`src/rtl/lvds_tx.sv`:
```
// ---------------------------------------------------------------------------
// lvds_tx
//   Modem TX-path serializer. Pulls 32-bit I/Q words from the TX complex FIFO,
//   wraps each into a 32-bit modem frame with sync and control bits, and
//   shifts the frame out two bits per clock as a DDR pair for the TX SB_IO
//   DDR output. The next FIFO word is prefetched during the current frame,
//   so frames follow each other with no idle gap. If no word is ready at a
//   frame boundary while enabled, a zero-sample frame is sent and counted.
//
// Ports
//   i_ddr_clk        DDR bit clock; all logic runs on its rising edge
//   i_rst_b          asynchronous active-low reset
//   i_tx_enable      level; start/stop transmission
//   o_fifo_pull      FIFO read enable, registered one-cycle pulses
//   i_fifo_data      FIFO read data, valid the cycle after o_fifo_pull
//                    ([25:13]=I, [12:0]=Q, [31:26] ignored)
//   i_fifo_empty     FIFO empty flag
//   o_ddr_data       [1]=rising-edge bit (earlier), [0]=falling-edge bit
//   o_busy           high whenever the serializer is not idle
//   o_underrun       sticky underrun flag
//   i_clear_underrun one-cycle pulse; clears o_underrun and o_underrun_cnt
//   o_underrun_cnt   number of underrun frames sent, saturating
// ---------------------------------------------------------------------------
module lvds_tx #(
    parameter int SAMPLE_WIDTH       = 13,
    parameter int UNDERRUN_CNT_WIDTH = 8
) (
    input  logic                          i_ddr_clk,
    input  logic                          i_rst_b,
    input  logic                          i_tx_enable,
    output logic                          o_fifo_pull,
    input  logic [31:0]                   i_fifo_data,
    input  logic                          i_fifo_empty,
    output logic [1:0]                    o_ddr_data,
    output logic                          o_busy,
    output logic                          o_underrun,
    input  logic                          i_clear_underrun,
    output logic [UNDERRUN_CNT_WIDTH-1:0] o_underrun_cnt
);

    typedef enum logic [1:0] {
        ST_IDLE,
        ST_PULL,
        ST_LOAD,
        ST_SHIFT
    } state_t;

    // Zero I and Q samples with the normal sync/control bits.
    localparam logic [31:0] UNDERRUN_FRAME = 32'h80004000;

    // Frame layout {sync 10, I, 0, sync 01, Q, 0} is 32 bits for 13-bit samples.
    function automatic logic [31:0] build_frame(input logic [SAMPLE_WIDTH-1:0] i_s,
                                                input logic [SAMPLE_WIDTH-1:0] q_s);
        return {2'b10, i_s, 1'b0, 2'b01, q_s, 1'b0};
    endfunction

    function automatic logic [UNDERRUN_CNT_WIDTH-1:0] sat_inc(
        input logic [UNDERRUN_CNT_WIDTH-1:0] v);
        return (&v) ? v : v + UNDERRUN_CNT_WIDTH'(1);
    endfunction

    state_t                        state_q, state_d;
    logic [3:0]                    cnt_q, cnt_d;
    logic [1:0]                    ddr_q, ddr_d;
    logic                          pull_q, pull_d;
    logic                          fetch_q, fetch_d;
    logic                          next_vld_q, next_vld_d;
    logic                          urun_q, urun_d;
    logic [UNDERRUN_CNT_WIDTH-1:0] ucnt_q, ucnt_d;
    logic [29:0]                   sh_q, sh_d;
    logic [31:0]                   next_q, next_d;

    logic [31:0] fifo_frame;
    logic [31:0] load_frame;
    logic        do_load;
    logic        urun_evt;
    logic        unused_fifo_bits;

    assign fifo_frame = build_frame(i_fifo_data[2*SAMPLE_WIDTH-1:SAMPLE_WIDTH],
                                    i_fifo_data[SAMPLE_WIDTH-1:0]);
    assign unused_fifo_bits = ^i_fifo_data[31:2*SAMPLE_WIDTH];

    always_comb begin
        state_d    = state_q;
        cnt_d      = cnt_q;
        ddr_d      = ddr_q;
        pull_d     = 1'b0;
        fetch_d    = pull_q;
        next_vld_d = next_vld_q;
        next_d     = next_q;
        sh_d       = sh_q;
        urun_d     = urun_q;
        ucnt_d     = ucnt_q;
        load_frame = fifo_frame;
        do_load    = 1'b0;
        urun_evt   = 1'b0;

        case (state_q)
            ST_IDLE: begin
                ddr_d = 2'b00;
                if (i_tx_enable && !i_fifo_empty) begin
                    pull_d  = 1'b1;
                    state_d = ST_PULL;
                end
            end
            ST_PULL: begin
                state_d = ST_LOAD;
            end
            ST_LOAD: begin
                do_load = 1'b1;
                state_d = ST_SHIFT;
            end
            ST_SHIFT: begin
                // fetch_q marks the cycle in which prefetched FIFO data is valid.
                if (fetch_q) begin
                    next_d     = fifo_frame;
                    next_vld_d = 1'b1;
                end
                if (cnt_q != 4'd15) begin
                    ddr_d = sh_q[29:28];
                    sh_d  = {sh_q[27:0], 2'b00};
                    cnt_d = cnt_q + 4'd1;
                    // Pull during count 13 so the word lands at the end of count 14.
                    if (cnt_q == 4'd12 && i_tx_enable && !i_fifo_empty) begin
                        pull_d = 1'b1;
                    end
                end else if (next_vld_q) begin
                    load_frame = next_q;
                    do_load    = 1'b1;
                    next_vld_d = 1'b0;
                end else if (i_tx_enable) begin
                    load_frame = UNDERRUN_FRAME;
                    do_load    = 1'b1;
                    urun_evt   = 1'b1;
                end else begin
                    ddr_d   = 2'b00;
                    cnt_d   = 4'd0;
                    state_d = ST_IDLE;
                end
            end
            default: begin
                state_d = ST_IDLE;
            end
        endcase

        if (do_load) begin
            ddr_d = load_frame[31:30];
            sh_d  = load_frame[29:0];
            cnt_d = 4'd0;
        end

        // A clear coinciding with an underrun wins; the next underrun counts from 0.
        if (i_clear_underrun) begin
            urun_d = 1'b0;
            ucnt_d = '0;
        end else if (urun_evt) begin
            urun_d = 1'b1;
            ucnt_d = sat_inc(ucnt_q);
        end
    end

    always_ff @(posedge i_ddr_clk or negedge i_rst_b) begin
        if (!i_rst_b) begin
            state_q    <= ST_IDLE;
            cnt_q      <= 4'd0;
            ddr_q      <= 2'b00;
            pull_q     <= 1'b0;
            fetch_q    <= 1'b0;
            next_vld_q <= 1'b0;
            urun_q     <= 1'b0;
            ucnt_q     <= '0;
        end else begin
            state_q    <= state_d;
            cnt_q      <= cnt_d;
            ddr_q      <= ddr_d;
            pull_q     <= pull_d;
            fetch_q    <= fetch_d;
            next_vld_q <= next_vld_d;
            urun_q     <= urun_d;
            ucnt_q     <= ucnt_d;
        end
    end

    // Frame data registers are always qualified by control state, so no reset.
    always_ff @(posedge i_ddr_clk) begin
        sh_q   <= sh_d;
        next_q <= next_d;
    end

    assign o_ddr_data     = ddr_q;
    assign o_fifo_pull    = pull_q;
    assign o_busy         = (state_q != ST_IDLE);
    assign o_underrun     = urun_q;
    assign o_underrun_cnt = ucnt_q;

endmodule

```
`config.mk`:
```
export PLATFORM = sky130hd
export DESIGN_NAME = lvds_tx
export DESIGN_NICKNAME = d
export VERILOG_FILES = /design/src/rtl/lvds_tx.sv
export SDC_FILE = /design/constraint.sdc
export NUM_CORES = 1
export LEC_CHECK = 0
export CORE_MARGIN = 10
export CORE_UTILIZATION = 50
export CTS_CLUSTER_SIZE = 10
export DETAILED_ROUTE_END_ITERATION = 8
export PLACE_DENSITY = 0.74
export SLEW_MARGIN = 0
export SYNTH_ARGS = -nofsm -noshare
export SYNTH_HDL_FRONTEND = slang
export SYNTH_SLANG_ARGS = --single-unit
```
`constraint.sdc`:
```
create_clock -name i_ddr_clk -period 2.45 [get_ports i_ddr_clk]
set_input_delay 0.245 -clock i_ddr_clk [delete_from_list [all_inputs] [get_ports i_ddr_clk]]
set_output_delay 0.245 -clock i_ddr_clk [all_outputs]
set_load 0.005 [all_outputs]
```
==> results.toml <==
[run_status]
status = "finished clean"

[cts]
cts_sinks = 75
clk_path_buf_depth = 2
cts_hold_buf = 0
postCtsSetupBuffers = 0
clock_latency_ns = 0.35
path_clk_slew_ns = 0.08
cts_root_buffer = "clkbuf_8"
cts.repair.resized = 0
cts_buffers = 9
cts_tree = "yes"
cts.htree.levels = 3

[floorplanning]
fp-row-count = 31
core_area_um2 = 7290
io_pins = 50
die_x_um = 107
die_area_um2 = 11400
die_y_um = 107
initial_core_util_pct = 51.5

[timing]
fin_setup_tns_ns = 0
holdWs_ns = 0.235
fin_skew_ns = 0.0122
fin_crit_ns = 2.27
fmax_mhz = 441
finalCritPeriodShare_pct = 92.6
tightest_slew_ns = 1.08
setup_violations = 0
report.final.slew_viol_count = 0
slew_headroom_pct = 27.9
finalHoldViolCount = 0
worst_slack_ns = 0.182
rsz0062_at_grt = "no"

[critical_path]
cp-end-kind = "flip-flop"
path_cells = "ha_1 -> buf_4 -> and2_1 -> nand3_1 -> a2bb2oi_2"
cpMaxStageDelayCell = "and2_1"
startpoint_type = "flip-flop"
cp.required_ns = 2.64
cp_max_fo = 27
crit_family = "simple AND/OR/NAND/NOR gates"
critPathBufInv = 1
cp_slowest_stage_delay_ns = 0.85
critPathArrivalTime_ns = 2.46
criticalPathCategory = "flip-flop to flip-flop"

[pwr]
peakVddDrop_uv = 433
p_leak_nw = 1.52
finalPower_mw = 4.75
power_density_nw_per_um2 = 1090

[routing]
drt_iter0_drc = 200
viasPerCell = 6.03
num_vias = 2546
routed_wirelength_mm = 8.14
wl_per_cell_um = 19.3
antenna_left = 0
drc = 0
dr.pass1.iters = 4

[grt]
antenna_found_initial = 0
grt_max_degree = 33
grt_pass1_wl_mm = 13.5
overflow = 0
grt_usage_pct = 14.8
grt_pass1_vias = 2629

[place]
io_buffer_count = 43
hpwl_mm = 5.05
gp_congestion = 0.816
dpl_worst_slack_ns = 0.215

[synthesis]
synth-async-reset-ratio_pct = 26.7
synth_area_um2 = 3760
yosys_warnings = 0
syn_nets = 323
ys_top_cells_by_area = "edfxtp_1, dfrtp_1, a2bb2oi_2, nand3_1, o22ai_1"
synth_seq_cells = 75
yosysTopAreaCell = "edfxtp_1"
yosysSeqAreaShare_pct = 57.3
synth_edf_count = 55
syn_avg_cell_area_um2 = 13.5
netlist_instances = 279
synth_top_area_share_pct = 44.0
synth-main-ff-cell = "edfxtp_1"
yosysUniqueCellTypes = 50

[cells_and_area]
layout-drive-gt1-share_pct = 16.4
layout_commonest_cell = "edfxtp_1"
final_cell_mix = "edfxtp_1, clkdlybuf4s50_1, nand3_1"
n_antenna_cell = 0
multiInputGateArea_um2 = 1350
nFillCells = 603
register_area_um2 = 2150
syn2layout_area_growth_pct = 16.0
nNetsFinal = 363

[job]
max_cap_viol_count = 0

[min_path]
hp-class = "input port to async pin"
logic make-up (layout without fill, tap and decap cells):
group,Yosys count,in the layout,synth area share [%]
buffers and inverters,30,74,6.90
flip-flops,75,75,57.3
AND/OR/NAND/NOR,79,79,12.0
AO/OA/AOI/OAI,81,81,19.5
multiplexers,6,6,1.83
adder cells (fa/ha/maj),7,7,2.33
XOR/XNOR,1,1,0.233
cells in the mapped netlist, types with 3 or more instances:
cell	count
nor2b_1	4
buf_6	11
nor3_1	4
dfrtp_1	20
edfxtp_1	55
a21oi_1	9
inv_1	6
ha_1	7
mux2_1	3
and4_1	3
clkbuf_8	5
nand2b_1	6
nor2_1	5
a2bb2oi_2	20
nand4_1	3
and2_1	5
and3_1	3
a31oi_1	6
nand2_1	7
a2bb2oi_1	6
o22ai_1	24
a211oi_1	3
nand3_1	30
where the power goes:
part / total [mW] / internal (mW) / switching, mW
clock: 1.04 / 0.571 / 0.466
combinational: 1.63 / 0.796 / 0.838
sequential: 2.07 / 1.89 / 0.181
metrics by stage:
| stage | utilization [%] | area [um2] | std cells |
|---|---|---|---|
| global route | 59.7 | 4360 | 422 |
| floorplan | - | 3760 | 279 |
| detailed placement | 56.8 | 4140 | 407 |
| global placement | 56.8 | 4140 | 407 |
| CTS | 59.7 | 4360 | 422 |
| finish | 59.7 | 4360 | 422 |
layout make-up:
type,count,share of cell area [%]
flip-flops and latches,75,49.4
multi-input cells,174,30.9
repair buffers,51,11.3
clock buffers,9,2.84
well taps,99,2.84
clock inverters,6,2.07
inverters,8,0.689
layer usage:
metal,GRT usage (%),up-vias,part of all wire [%]
met2,22.5,88,49
met4,7.16,0,1.9
met5,0,-,0
met3,3.29,16,6.4
met1,19.5,1263,43
li1,-,1179,-
registers in the layout (all words and copies together), names as in the netlist:
signal / cells
sh_q: 29
next_q: 26
o_underrun_cnt: 8
cnt_q: 4
o_ddr_data: 2
state_q: 2
fetch_q: 1
next_vld_q: 1
o_fifo_pull: 1
o_underrun: 1
path summary, 6_finish.rpt:
path / cells after the start / slack (ns) / start / to
setup / recovery: 5 / 0.18 / state_q[0]$_DFFE_PN0P_ / sh_q[23]$_DFFE_PP_
hold / removal: 2 / 0.24 / i_rst_b / o_underrun_cnt[1]$_DFFE_PN0P_
setup reg to reg: 5 / 0.18 / state_q[0]$_DFFE_PN0P_ / sh_q[23]$_DFFE_PP_
hold reg to reg: 0 / 0.38 / o_fifo_pull$_DFF_PN0_ / fetch_q$_DFF_PN0_
max in group asynchronous: 2 / 2.00 / i_rst_b / cnt_q[1]$_DFFE_PN0P_
min in group i_ddr_clk: 0 / 0.38 / o_fifo_pull$_DFF_PN0_ / fetch_q$_DFF_PN0_
(Power assumes the default switching activity.)
